[src/rtl/seq_alu_pkg.sv]
// ============================================================================
// seq_alu_pkg : op codes, funct3 codes and FSM state type for seq_alu
// Rev 1.0
// ============================================================================
`default_nettype none

package seq_alu_pkg;

   typedef enum logic [1:0] {
      ST_IDLE = 2'd0,
      ST_BUSY = 2'd1,
      ST_DONE = 2'd2
   } state_t;

   // Base op codes are {funct7[5], funct3}
   localparam logic [3:0] C_OP_ADD  = 4'b0000;
   localparam logic [3:0] C_OP_SUB  = 4'b1000;
   localparam logic [3:0] C_OP_AND  = 4'b0111;
   localparam logic [3:0] C_OP_OR   = 4'b0110;
   localparam logic [3:0] C_OP_XOR  = 4'b0100;
   localparam logic [3:0] C_OP_SLL  = 4'b0001;
   localparam logic [3:0] C_OP_SRL  = 4'b0101;
   localparam logic [3:0] C_OP_SRA  = 4'b1101;
   localparam logic [3:0] C_OP_SLT  = 4'b0010;
   localparam logic [3:0] C_OP_SLTU = 4'b0011;

   localparam logic [2:0] C_F3_MUL    = 3'b000;
   localparam logic [2:0] C_F3_MULH   = 3'b001;
   localparam logic [2:0] C_F3_MULHSU = 3'b010;
   localparam logic [2:0] C_F3_MULHU  = 3'b011;
   localparam logic [2:0] C_F3_DIV    = 3'b100;
   localparam logic [2:0] C_F3_DIVU   = 3'b101;
   localparam logic [2:0] C_F3_REM    = 3'b110;
   localparam logic [2:0] C_F3_REMU   = 3'b111;

endpackage

`default_nettype wire

[src/rtl/seq_alu_if.sv]
// ============================================================================
// seq_alu_if : request/response handshake bundle for seq_alu
// Rev 1.0
// ============================================================================
`default_nettype none

interface seq_alu_if #(
   parameter int XLEN = 32
);
   logic            in_valid;
   logic            in_ready;
   logic [4:0]      op;
   logic [XLEN-1:0] op1;
   logic [XLEN-1:0] op2;
   logic            out_valid;
   logic            out_ready;
   logic [XLEN-1:0] result;
   logic            zero;
   logic            sign;
   logic            overflow;
   logic            carry;
   logic            illegal;

   modport master (
      output in_valid, op, op1, op2, out_ready,
      input  in_ready, out_valid, result, zero, sign, overflow, carry, illegal
   );

   modport slave (
      input  in_valid, op, op1, op2, out_ready,
      output in_ready, out_valid, result, zero, sign, overflow, carry, illegal
   );
endinterface

`default_nettype wire

[src/rtl/seq_alu_muldiv.sv]
// ============================================================================
// seq_alu_muldiv : radix-2 shift-add multiplier / restoring divider on magnitudes
// Rev 1.0
// ============================================================================
`default_nettype none

module seq_alu_muldiv
   import seq_alu_pkg::*;
#(
   parameter int XLEN = 32
) (
   input  logic            clk,
   input  logic            rst_n,
   input  logic            i_start,
   input  logic [2:0]      i_f3,
   input  logic [XLEN-1:0] i_a,
   input  logic [XLEN-1:0] i_b,
   output logic            o_done,
   output logic [XLEN-1:0] o_result
);
   localparam int CW = $clog2(XLEN);

   logic            r_busy, r_is_div, r_neg_q, r_neg_r;
   logic [CW-1:0]   r_cnt;
   logic [2:0]      r_f3;
   logic [XLEN-1:0] r_hi, r_lo, r_b;

   logic            w_a_sgn, w_b_sgn, w_neg_a, w_neg_b, w_ge;
   logic [XLEN:0]   w_sum, w_sh, w_diff;
   logic [XLEN-1:0] w_nhi, w_nlo, w_quo, w_rem;
   logic [2*XLEN-1:0] w_prod, w_prod_s;

   assign w_a_sgn = (i_f3 == C_F3_MULH) || (i_f3 == C_F3_MULHSU) ||
                    (i_f3 == C_F3_DIV)  || (i_f3 == C_F3_REM);
   assign w_b_sgn = (i_f3 == C_F3_MULH) || (i_f3 == C_F3_DIV) || (i_f3 == C_F3_REM);
   assign w_neg_a = w_a_sgn & i_a[XLEN-1];
   assign w_neg_b = w_b_sgn & i_b[XLEN-1];

   // One step of either algorithm; the final step feeds o_result directly
   assign w_sum  = {1'b0, r_hi} + (r_lo[0] ? {1'b0, r_b} : '0);
   assign w_sh   = {r_hi, r_lo[XLEN-1]};
   assign w_diff = w_sh - {1'b0, r_b};
   assign w_ge   = ~w_diff[XLEN];
   assign w_nhi  = r_is_div ? (w_ge ? w_diff[XLEN-1:0] : w_sh[XLEN-1:0]) : w_sum[XLEN:1];
   assign w_nlo  = r_is_div ? {r_lo[XLEN-2:0], w_ge} : {w_sum[0], r_lo[XLEN-1:1]};

   assign w_prod   = {w_nhi, w_nlo};
   assign w_prod_s = r_neg_q ? -w_prod : w_prod;
   assign w_quo    = r_neg_q ? -w_nlo : w_nlo;
   assign w_rem    = r_neg_r ? -w_nhi : w_nhi;
   assign o_done   = r_busy && (r_cnt == CW'(XLEN-1));

   always_comb begin
      o_result = '0;
      case (r_f3)
         C_F3_MUL:                         o_result = w_prod_s[XLEN-1:0];
         C_F3_MULH, C_F3_MULHSU, C_F3_MULHU: o_result = w_prod_s[2*XLEN-1:XLEN];
         C_F3_DIV, C_F3_DIVU:              o_result = w_quo;
         default:                          o_result = w_rem;
      endcase
   end

   always_ff @(posedge clk or negedge rst_n) begin
      if (!rst_n) begin
         r_busy   <= 1'b0;
         r_is_div <= 1'b0;
         r_neg_q  <= 1'b0;
         r_neg_r  <= 1'b0;
         r_cnt    <= '0;
         r_f3     <= '0;
         r_hi     <= '0;
         r_lo     <= '0;
         r_b      <= '0;
      end else if (i_start) begin
         r_busy   <= 1'b1;
         r_is_div <= i_f3[2];
         r_neg_q  <= w_neg_a ^ w_neg_b;
         r_neg_r  <= w_neg_a;
         r_cnt    <= '0;
         r_f3     <= i_f3;
         r_hi     <= '0;
         r_lo     <= w_neg_a ? -i_a : i_a;
         r_b      <= w_neg_b ? -i_b : i_b;
      end else if (r_busy) begin
         r_hi  <= w_nhi;
         r_lo  <= w_nlo;
         r_cnt <= r_cnt + 1'b1;
         if (o_done) begin
            r_busy <= 1'b0;
         end
      end
   end
endmodule

`default_nettype wire

[src/rtl/seq_alu.sv]
// ============================================================================
// seq_alu : handshaked RV32I/M-style ALU; define SEQ_ALU_MDU_EN for M ops
// Rev 1.0
// ============================================================================
`default_nettype none

module seq_alu
   import seq_alu_pkg::*;
#(
   parameter int XLEN = 32
) (
   input  logic     clk,
   input  logic     rst_n,
   seq_alu_if.slave bus
);
   localparam int              SW    = $clog2(XLEN);
   localparam logic [XLEN-1:0] C_MIN = {1'b1, {(XLEN-1){1'b0}}};

   state_t          r_state, w_next;
   logic [XLEN-1:0] r_result;
   logic            r_zero, r_sign, r_ovf, r_carry, r_ill;

   logic [XLEN-1:0] w_a, w_b, w_res, w_sub, w_mdu_res;
   logic [XLEN:0]   w_add;
   logic [SW-1:0]   w_shamt;
   logic            w_carry, w_ovf, w_ill, w_iter, w_accept, w_mdu_done;

   assign w_a      = bus.op1;
   assign w_b      = bus.op2;
   assign w_shamt  = w_b[SW-1:0];
   assign w_add    = {1'b0, w_a} + {1'b0, w_b};
   assign w_sub    = w_a - w_b;
   assign w_accept = bus.in_valid && bus.in_ready;

   always_comb begin
      w_res   = '0;
      w_carry = 1'b0;
      w_ovf   = 1'b0;
      w_ill   = 1'b0;
      w_iter  = 1'b0;
      if (!bus.op[4]) begin
         case (bus.op[3:0])
            C_OP_ADD: begin
               w_res   = w_add[XLEN-1:0];
               w_carry = w_add[XLEN];
               w_ovf   = (w_a[XLEN-1] == w_b[XLEN-1]) && (w_add[XLEN-1] != w_a[XLEN-1]);
            end
            C_OP_SUB: begin
               w_res   = w_sub;
               w_carry = w_a < w_b;
               w_ovf   = (w_a[XLEN-1] != w_b[XLEN-1]) && (w_sub[XLEN-1] != w_a[XLEN-1]);
            end
            C_OP_AND:  w_res = w_a & w_b;
            C_OP_OR:   w_res = w_a | w_b;
            C_OP_XOR:  w_res = w_a ^ w_b;
            C_OP_SLL:  w_res = w_a << w_shamt;
            C_OP_SRL:  w_res = w_a >> w_shamt;
            C_OP_SRA:  w_res = $signed(w_a) >>> w_shamt;
            C_OP_SLT:  w_res = {{(XLEN-1){1'b0}}, $signed(w_a) < $signed(w_b)};
            C_OP_SLTU: w_res = {{(XLEN-1){1'b0}}, w_a < w_b};
            default:   w_ill = 1'b1;
         endcase
      end else begin
`ifdef SEQ_ALU_MDU_EN
         // Divide-by-zero and signed overflow resolve in one cycle
         if (bus.op[2] && (w_b == '0)) begin
            w_res = bus.op[1] ? w_a : '1;
         end else if (bus.op[2] && !bus.op[0] && (w_a == C_MIN) && (w_b == '1)) begin
            w_res = bus.op[1] ? '0 : w_a;
         end else begin
            w_iter = 1'b1;
         end
`else
         w_ill = 1'b1;
`endif
      end
   end

`ifdef SEQ_ALU_MDU_EN
   seq_alu_muldiv #(.XLEN(XLEN)) u_muldiv (
      .clk      (clk),
      .rst_n    (rst_n),
      .i_start  (w_accept && w_iter),
      .i_f3     (bus.op[2:0]),
      .i_a      (w_a),
      .i_b      (w_b),
      .o_done   (w_mdu_done),
      .o_result (w_mdu_res)
   );
`else
   assign w_mdu_done = 1'b0;
   assign w_mdu_res  = '0;
`endif

   always_comb begin
      w_next = r_state;
      case (r_state)
         ST_IDLE: if (w_accept) w_next = w_iter ? ST_BUSY : ST_DONE;
         ST_BUSY: if (w_mdu_done) w_next = ST_DONE;
         ST_DONE: begin
            if (bus.out_ready) begin
               w_next = w_accept ? (w_iter ? ST_BUSY : ST_DONE) : ST_IDLE;
            end
         end
         default: w_next = ST_IDLE;
      endcase
   end

   always_ff @(posedge clk or negedge rst_n) begin
      if (!rst_n) r_state <= ST_IDLE;
      else        r_state <= w_next;
   end

   always_ff @(posedge clk or negedge rst_n) begin
      if (!rst_n) begin
         r_result <= '0;
         r_zero   <= 1'b0;
         r_sign   <= 1'b0;
         r_ovf    <= 1'b0;
         r_carry  <= 1'b0;
         r_ill    <= 1'b0;
      end else if (w_accept && !w_iter) begin
         r_result <= w_res;
         r_zero   <= (w_res == '0);
         r_sign   <= w_res[XLEN-1];
         r_ovf    <= w_ovf;
         r_carry  <= w_carry;
         r_ill    <= w_ill;
      end else if ((r_state == ST_BUSY) && w_mdu_done) begin
         r_result <= w_mdu_res;
         r_zero   <= (w_mdu_res == '0);
         r_sign   <= w_mdu_res[XLEN-1];
         r_ovf    <= 1'b0;
         r_carry  <= 1'b0;
         r_ill    <= 1'b0;
      end
   end

   assign bus.in_ready  = (r_state == ST_IDLE) || ((r_state == ST_DONE) && bus.out_ready);
   assign bus.out_valid = (r_state == ST_DONE);
   assign bus.result    = r_result;
   assign bus.zero      = r_zero;
   assign bus.sign      = r_sign;
   assign bus.overflow  = r_ovf;
   assign bus.carry     = r_carry;
   assign bus.illegal   = r_ill;
endmodule

`default_nettype wire

[src/flat_wrapper.sv]
// flat-port wrapper written by rule: the top's interface ports become plain ports
module seq_alu_flat import seq_alu_pkg::*;
#(
   parameter int XLEN = 32
)
  (clk, rst_n, bus_in_valid, bus_op, bus_op1, bus_op2, bus_out_ready, bus_in_ready, bus_out_valid, bus_result, bus_zero, bus_sign, bus_overflow, bus_carry, bus_illegal);
  seq_alu_if #(.XLEN(XLEN)) bus_i ();
  input  logic clk;
  input  logic rst_n;
  input wire logic [$bits(bus_i.in_valid)-1:0] bus_in_valid;
  input wire logic [$bits(bus_i.op)-1:0] bus_op;
  input wire logic [$bits(bus_i.op1)-1:0] bus_op1;
  input wire logic [$bits(bus_i.op2)-1:0] bus_op2;
  input wire logic [$bits(bus_i.out_ready)-1:0] bus_out_ready;
  output wire logic [$bits(bus_i.in_ready)-1:0] bus_in_ready;
  output wire logic [$bits(bus_i.out_valid)-1:0] bus_out_valid;
  output wire logic [$bits(bus_i.result)-1:0] bus_result;
  output wire logic [$bits(bus_i.zero)-1:0] bus_zero;
  output wire logic [$bits(bus_i.sign)-1:0] bus_sign;
  output wire logic [$bits(bus_i.overflow)-1:0] bus_overflow;
  output wire logic [$bits(bus_i.carry)-1:0] bus_carry;
  output wire logic [$bits(bus_i.illegal)-1:0] bus_illegal;
  assign bus_i.in_valid = bus_in_valid;
  assign bus_i.op = bus_op;
  assign bus_i.op1 = bus_op1;
  assign bus_i.op2 = bus_op2;
  assign bus_i.out_ready = bus_out_ready;
  assign bus_in_ready = bus_i.in_ready;
  assign bus_out_valid = bus_i.out_valid;
  assign bus_result = bus_i.result;
  assign bus_zero = bus_i.zero;
  assign bus_sign = bus_i.sign;
  assign bus_overflow = bus_i.overflow;
  assign bus_carry = bus_i.carry;
  assign bus_illegal = bus_i.illegal;
  seq_alu #(.XLEN(XLEN)) u_core (.clk(clk), .rst_n(rst_n), .bus(bus_i));
endmodule
[config.mk]
export PLATFORM = sky130hd
export DESIGN_NAME = seq_alu_flat
export DESIGN_NICKNAME = d
export VERILOG_FILES = /design/src/rtl/seq_alu_pkg.sv /design/src/rtl/seq_alu_if.sv /design/src/rtl/seq_alu_muldiv.sv /design/src/rtl/seq_alu.sv /design/src/flat_wrapper.sv
export SDC_FILE = /design/constraint.sdc
export NUM_CORES = 1
export LEC_CHECK = 0
export CAP_MARGIN = 15
export CORE_MARGIN = 2
export CORE_UTILIZATION = 50
export CTS_CLUSTER_DIAMETER = 60
export CTS_CLUSTER_SIZE = 30
export DETAILED_ROUTE_END_ITERATION = 6
export PLACE_DENSITY = 0.71
export SLEW_MARGIN = 20
export SYNTH_ARGS = -nofsm -noshare
export SYNTH_HDL_FRONTEND = slang
export SYNTH_SLANG_ARGS = --single-unit
export TNS_END_PERCENT = 20
[constraint.sdc]
create_clock -name clk -period 1.5 [get_ports clk]
set_clock_uncertainty 0.05 [all_clocks]
set_input_delay 0.3 -clock clk [delete_from_list [all_inputs] [get_ports clk]]
set_output_delay 0.3 -clock clk [all_outputs]
set_load 0.01 [all_outputs]
==> flow_summary.ini, run 1 <==
[run_status]
outcome = stopped before the end
failed_stage = global routing
firstError = [ERROR GRT-0232] Routing congestion too high. Check the congestion heatmap in the GUI.

[floorplanning]
ios = 112
initial_core_util_pct = 51.1
die_w_um = 154
die_height_um = 154
row_count = 54

[place]
finalWeightedCongestion = 1.18
hpwl_mm = 51.4
portBuffers = 111

[cts]
cts_htree_levels = 2
cts_max_path_buffers = 2
cts_buffers = 5
clkSinkCount = 37
clockRootBuffer = clkbuf_16
postCtsHoldBufs = 0

[synth]
synth_edf_count = 0
synth_area_leaders = ha_1 11%, dfrtp_1 8.3%, mux4_2 7.4%
ys_seq_area_share_pct = 8.28
synth_area_mm2 = 0.0112
synth-seq-cells = 37
ys_types = 84
synth_nets = 1733
synth.avg_cell_area_um2 = 7.18
yosys.area.top_type = ha_1
synth_most_common_cell = nand2_1
async_flop_share_pct = 100
synth_common_cells = 166 x nand2_1, 150 x nor2_1, 119 x a21oi_1, 102 x inv_1, 100 x ha_1
yosysTopAreaCellShare_pct = 11.2
synthCells = 1558
yosys_most_used_dff = dfrtp_1
ys_warn_count = 0

[global_routing]
grt_max_degree = 41
grt_util_all_layers_pct = 81.5
overflow = 195

[sta]
worst_endpoint = u_core.bus.zero$_DFFE_PN0P_/D
worstEpCategory = sequential cell input
stage by stage:
stage                     std cells  instance area (um^2)  util (%)  worst slack [ps]  setup TNS, ps
after CTS                      2535                 19300      88.2             -1770         -44510
after detailed placement       2444                 17000      77.8             -2650         -74290
after global placement         2444                 17000      77.8             -2570         -72240
after floorplan                1558                 11500         -             -1910         -47570
layer usage:
layer	GRT overflow	global-route usage [%]
met4	97	84.6
met5	0	27.7
met2	94	96.8
met3	1	64.9
met1	3	82.6
logic make-up after synthesis:
| family | share of synthesized area (%) |
|---|---|
| XOR/XNOR | 1.64 |
| multiplexers | 17.0 |
| flip-flops | 8.28 |
| adder cells (fa/ha/maj) | 11.5 |
| AND/OR/NAND/NOR | 20.8 |
| buffers and inverters | 7.92 |
| AO/OA/AOI/OAI | 32.8 |
what timing repair did:
action,4_1_cts
gates cloned,2
pin swaps,130
resized for setup,617
setup buffers,88
endpoints found under the setup margin,75
==> run 2, diff against run 1 <==
--- a/config.mk
+++ b/config.mk
@@ -7,11 +7,9 @@
 export LEC_CHECK = 0
 export CAP_MARGIN = 15
 export CORE_MARGIN = 2
-export CORE_UTILIZATION = 50
-export CTS_CLUSTER_DIAMETER = 60
-export CTS_CLUSTER_SIZE = 30
+export CORE_UTILIZATION = 35
 export DETAILED_ROUTE_END_ITERATION = 6
-export PLACE_DENSITY = 0.71
+export PLACE_DENSITY_LB_ADDON = 0.15
 export SLEW_MARGIN = 20
 export SYNTH_ARGS = -nofsm -noshare
 export SYNTH_HDL_FRONTEND = slang
==> constraint.sdc (replaced) <==
create_clock -name clk -period 2 [get_ports clk]
set_clock_uncertainty 0.05 [all_clocks]
set_input_delay 0.4 -clock clk [delete_from_list [all_inputs] [get_ports clk]]
set_output_delay 0.4 -clock clk [all_outputs]
set_load 0.01 [all_outputs]
==> flow_summary.ini, run 2 <==
[critical_path]
cp_max_fo = 3
arrival_ps = 3660
end_kind = register
crit_type = input port to register
critPathLaunchType = input port
timing.rr.start = u_core.r_state[1]
crit_required_ps = 2120
critPathLaunch = bus_op1[0]
worstRegToRegCells = 7

[worst_hold_path]
hp-class = input port to async pin

[synth]
synth_common_cells = 166 x nand2_1, 150 x nor2_1, 119 x a21oi_1, 102 x inv_1, 100 x ha_1
synth-adder-area-share_pct = 11.5
yosysTopAreaCellShare_pct = 11.2
synth-simple-area-share_pct = 20.8
yosys_most_used_dff = dfrtp_1
synth.avg_cell_area_um2 = 7.18
yosys.area.top_type = ha_1
synthXorXnorAreaFrac_pct = 1.64
synth_area_mm2 = 0.0112
synthCells = 1558
synth_most_common_cell = nand2_1
ys_types = 84
synth_nets = 1733
synth_edf_count = 0
synth_top_family_by_area = compound AO/OA/AOI/OAI gates
synth_area_leaders = ha_1 11%, dfrtp_1 8.3%, mux4_2 7.4%
synth_compound_area_share_pct = 32.8
ys_seq_area_share_pct = 8.28
synth-seq-cells = 37
ys_warn_count = 0
synth_mux_area_share_pct = 17.0
async_flop_share_pct = 100

[cts]
clk_pin_slew_ps = 60
clkSinkCount = 37
cts_htree_levels = 2
cts_tree = yes
clk_latency_ps = 280
cts_max_path_buffers = 2
clockRootBuffer = clkbuf_16
postCtsHoldBufs = 0
cts_buffers = 5

[run]
cap_viol_max_count = 0

[drt]
via_per_inst = 6.11
vias = 16654
routedWlPerCell_um = 26.3
drc_errors = 0
first_pass_iters = 6
routed_wl_mm = 71.7
drt_iter0_drc = 2075
drtAntennaViolNets = 0

[floorplanning]
ios = 112
row_count = 65
die-area_mm2 = 0.0334
initial_core_util_pct = 35.5
die_height_um = 183
fp.coreArea_mm2 = 0.0315
die_w_um = 183

[sta]
slew_headroom_pct = 44.6
fin_ws_ps = -1540
slew_viol_final = 0
setup_viol = 35
rsz0062_at_grt = yes
hold_slack_ps = 172
finalCritPeriodShare_pct = 177
fin_tns_setup_ps = -35550
worstMarginPinSlew_ps = 831
fmax_mhz = 283
period_needed_ps = 3540
finalHoldViolCount = 0

[final_layout]
largest_register_ffs = 31
final_cells = 2726
syn_to_final_growth_pct = 81.3
post_route_cells_drive_above_1_share_pct = 50.7
mostFrequentLayoutCell = buf_4
regArea_um2 = 926
antennaDiodeCount = 0
utilization_pct = 64.4
nFillCells = 2785
multi_input_area_mm2 = 0.0110
nNetsFinal = 2498
layout_common_cells = 700 x buf_4, 153 x nand2_1, 133 x nor2_1

[global_routing]
grt_util_all_layers_pct = 41.5
grt_pass1_vias = 16078
overflow = 0
antenna_found_initial = 4
grt_pass1_wl_mm = 104
grt_max_degree = 64

[run_status]
violations = setup timing
outcome = complete, but fails checks

[place]
hpwl_mm = 57.4
finalWeightedCongestion = 1.06
placedCellCount = 2613
portBuffers = 111
place_ws_ps = -2500

[pwr]
ir_drop_mv = 0.421
p_per_area_mw_per_mm2 = 386
p_leak_nw = 9.21
## run 2: report_power, final
group          total (mW)  switching, mW  internal, mW
combinational        6.05           3.10          2.95
clock               0.928          0.306         0.622
sequential          0.855         0.0400         0.815
## run 2: path summary, 6_finish.rpt
check / end / slack (ps)
setup reg to reg: u_core.bus.zero / 360
setup / recovery: u_core.bus.zero / -1540
min in group clk: u_core.bus.carry / 430
hold reg to reg: u_core.bus.carry / 430
max in group asynchronous: u_core.bus.result[3] / 1210
hold / removal: u_core.bus.result[11] / 170
## run 2: critical path: stages
cell and delay [ps]:
buf_8 100, inv_6 50, ha_4 130, inv_2 40
fa_2 360, nor2b_4 150, o211ai_1 270, buf_4 180
nand2_4 50, a221oi_4 330, o31a_1 300, buf_6 140
buf_6 90, a311oi_4 100, nor4_2 320, o31a_1 230
a311o_1 150, nor4_2 50, a41o_1 210
## run 2: layout make-up
| type | instances | area share (%) |
|---|---|---|
| Clock inverter | 2 | 0.185 |
| Tap cell | 402 | 2.48 |
| Inverter | 105 | 2.19 |
| Clock buffer | 6 | 0.685 |
| Multi-Input combinational cell | 1297 | 54.2 |
| Sequential cell | 37 | 4.57 |
| Timing Repair Buffer | 877 | 35.7 |
## run 2: cell families (layout without fill, tap and decap cells)
kind of cell	count (synthesis)	in the layout
fa+ha+maj	102	102
buf+inv	224	990
compound gates	534	534
mux	134	134
flops	37	37
simple gates	506	506
xor+xnor	21	21
## run 2: stage by stage
stage                     cell area [um^2]  power (mW)
final                                20300        7.83
after global routing                 20300        8.14
after CTS                            19700        7.42
after detailed placement             17600        5.85
after global placement               17600        5.83
after floorplan                      11500        3.03
## run 2: repair_timing
item	in CTS	in global routing
cloned	1	0
pin swaps	117	60
setup buffers	83	25
gates resized for setup	473	122
setup endpoints to repair	37	35
## run 2: routing by layer
metal	up-vias	wire [um]	track usage [%]
li1	7403	-	-
met4	4	5850	26.0
met3	229	6230	4.96
met1	8007	28900	54.5
met5	-	33	0
met2	1011	30600	64.9
(Power assumes the default switching activity.)
==> run 3, diff against run 2 <==
--- a/config.mk
+++ b/config.mk
@@ -10,6 +10,7 @@
 export CORE_UTILIZATION = 35
 export DETAILED_ROUTE_END_ITERATION = 6
 export PLACE_DENSITY_LB_ADDON = 0.15
+export SKIP_CTS_REPAIR_TIMING = 1
 export SLEW_MARGIN = 20
 export SYNTH_ARGS = -nofsm -noshare
 export SYNTH_HDL_FRONTEND = slang
==> flow_summary.ini, run 3 (same netlist as run 2, synthesis figures left out) <==
[run_status]
outcome = complete, but fails checks
violations = setup timing

[drt]
wl_met3_mm = 6.21
routed_wl_mm = 69.8
top_layer_used = met5
drtAntennaViolNets = 0
drt-met1-wl_mm = 28.3
first_pass_iters = 6
vias = 16355
routedWlPerCell_um = 26.1
wl_met2_mm = 30.0
via_per_inst = 6.12
drc_errors = 0
drt_iter0_drc = 1911

[global_routing]
overflow = 0
antenna_found_initial = 5
grt_pass1_wl_mm = 99.0
grt_pass1_vias = 15201
grt_util_all_layers_pct = 39.7
grt_max_degree = 64

[floorplanning]
ios = 112
die-area_mm2 = 0.0334
row_count = 65
die_w_um = 183
initial_core_util_pct = 35.5
fp.coreArea_mm2 = 0.0315
die_height_um = 183

[final_layout]
layout_common_cells = 657 x buf_4, 160 x nand2_1, 132 x nor2_1
mostFrequentLayoutCell = buf_4
syn_to_final_growth_pct = 77.3
final_cells = 2673
final_area_mm2 = 0.0198
largest_register_ffs = 31
post_route_cells_drive_above_1_share_pct = 47.6
nFillCells = 2857
nNetsFinal = 2444

[critical_path]
end_kind = register
cp_cell_sequence = buf_8, inv_4, ha_4, inv_2, fa_2, nor2b_4, o211ai_1, nand2_2, a221oi_4, o31a_1, buf_6, xnor2_4, a221oi_2, o2111a_1, nand4_1, o41ai_2, a41o_1
critPathLaunchType = input port
worstRegToRegCells = 8
timing.rr.start = u_core.r_state[1]
crit_type = input port to register
cpPeakStageDelay_ps = 370
cp_max_fo = 4
cp_slowest_cell = a221oi_4
r2r_slack_ps = 290
crit_required_ps = 2170
arrival_ps = 3800
r2r-end = u_core.bus.zero

[sta]
rsz0062_at_grt = yes
slew_viol_final = 0
fin_ws_ps = -1630
finalHoldViolCount = 0
fmax_mhz = 275
worstMarginPinSlew_ps = 825
slew_headroom_pct = 44.3
finalCritPeriodShare_pct = 182
setup_viol = 35
period_needed_ps = 3630

[pwr]
ir_drop_mv = 0.417
total_power_mw = 7.61
p_leak_nw = 9.18
p_per_area_mw_per_mm2 = 384

[worst_hold_path]
hp-class = input port to async pin

[place]
place_ws_ps = -2500
placedCellCount = 2613
hpwl_mm = 57.4
portBuffers = 111
dpl_cell_area_mm2 = 0.0176
finalWeightedCongestion = 1.06

[cts]
clockRootBuffer = clkbuf_16
cts_htree_levels = 2
cts_max_path_buffers = 2
cts_buffers = 5
clkSinkCount = 37
cts_tree = yes
clk_latency_ps = 280
clk_pin_slew_ps = 60

[run]
cap_viol_max_count = 0
run 3: cell types whose count changed in the layout (fill, tap and decap cells not counted), moves of 7 or more:
cell            change
buf_2               -7
buf_4              -43
buf_6              -14
dlygate4sd2_1      -16
dlymetal6s2s_1     +38
nand2_1             +7
run 3: how the worst max path moves through the flow:
stage / start / endpoint / slack [ps] / cells past startpoint
floorplan: bus_op2[1] / u_core.bus.zero / -1510 / 17
global placement: bus_op1[8] / u_core.bus.result[28] / -2520 / 15
detailed placement: bus_op1[8] / u_core.bus.result[28] / -2500 / 15
CTS: bus_op1[8] / u_core.bus.zero / -2210 / 15
global route: bus_op1[0] / u_core.bus.zero / -1760 / 17
finish: bus_op1[0] / u_core.bus.zero / -1630 / 17
run 3: worst max-delay path, delay by kind of cell:
family	cells	cell delay, ps
AO/OA/AOI/OAI	7	2000
adder cells (fa/ha/maj)	2	480
buffers and inverters	4	340
AND/OR/NAND/NOR	3	490
XOR/XNOR	1	60
run 3: routing by layer:
metal,vias to the layer above,track usage (%)
met5,-,0
met4,2,22.5
met3,210,5.52
met2,1011,62.1
met1,7814,52.7
li1,7318,-
run 3: cell type report:
type	count	area (um^2)	area share, %
timing repair buffer	823	6890	34.7
inverter	105	424	2.14
multi-input combinational	1297	10900	55.0
clock buffer	6	139	0.700
tap	402	503	2.54
antenna	1	2.50	0.0126
sequential	37	926	4.67
clock inverter	2	37.5	0.189
run 3: stage by stage:
step                TNS (ps)  util (%)  hold slack (ps)
finish                -35290      63.0              176
global route          -38290      63.0              238
CTS                   -53020      56.5              191
detailed placement    -63090      56.0              420
global placement      -62900      56.0              415
floorplan             -33180         -             54.4
run 3: power breakdown:
group	internal, mW	leakage (nW)	switching, mW	total, mW
clock network	0.621	0.0831	0.298	0.919
logic	2.81	8.59	3.02	5.83
registers	0.815	0.498	0.0405	0.855
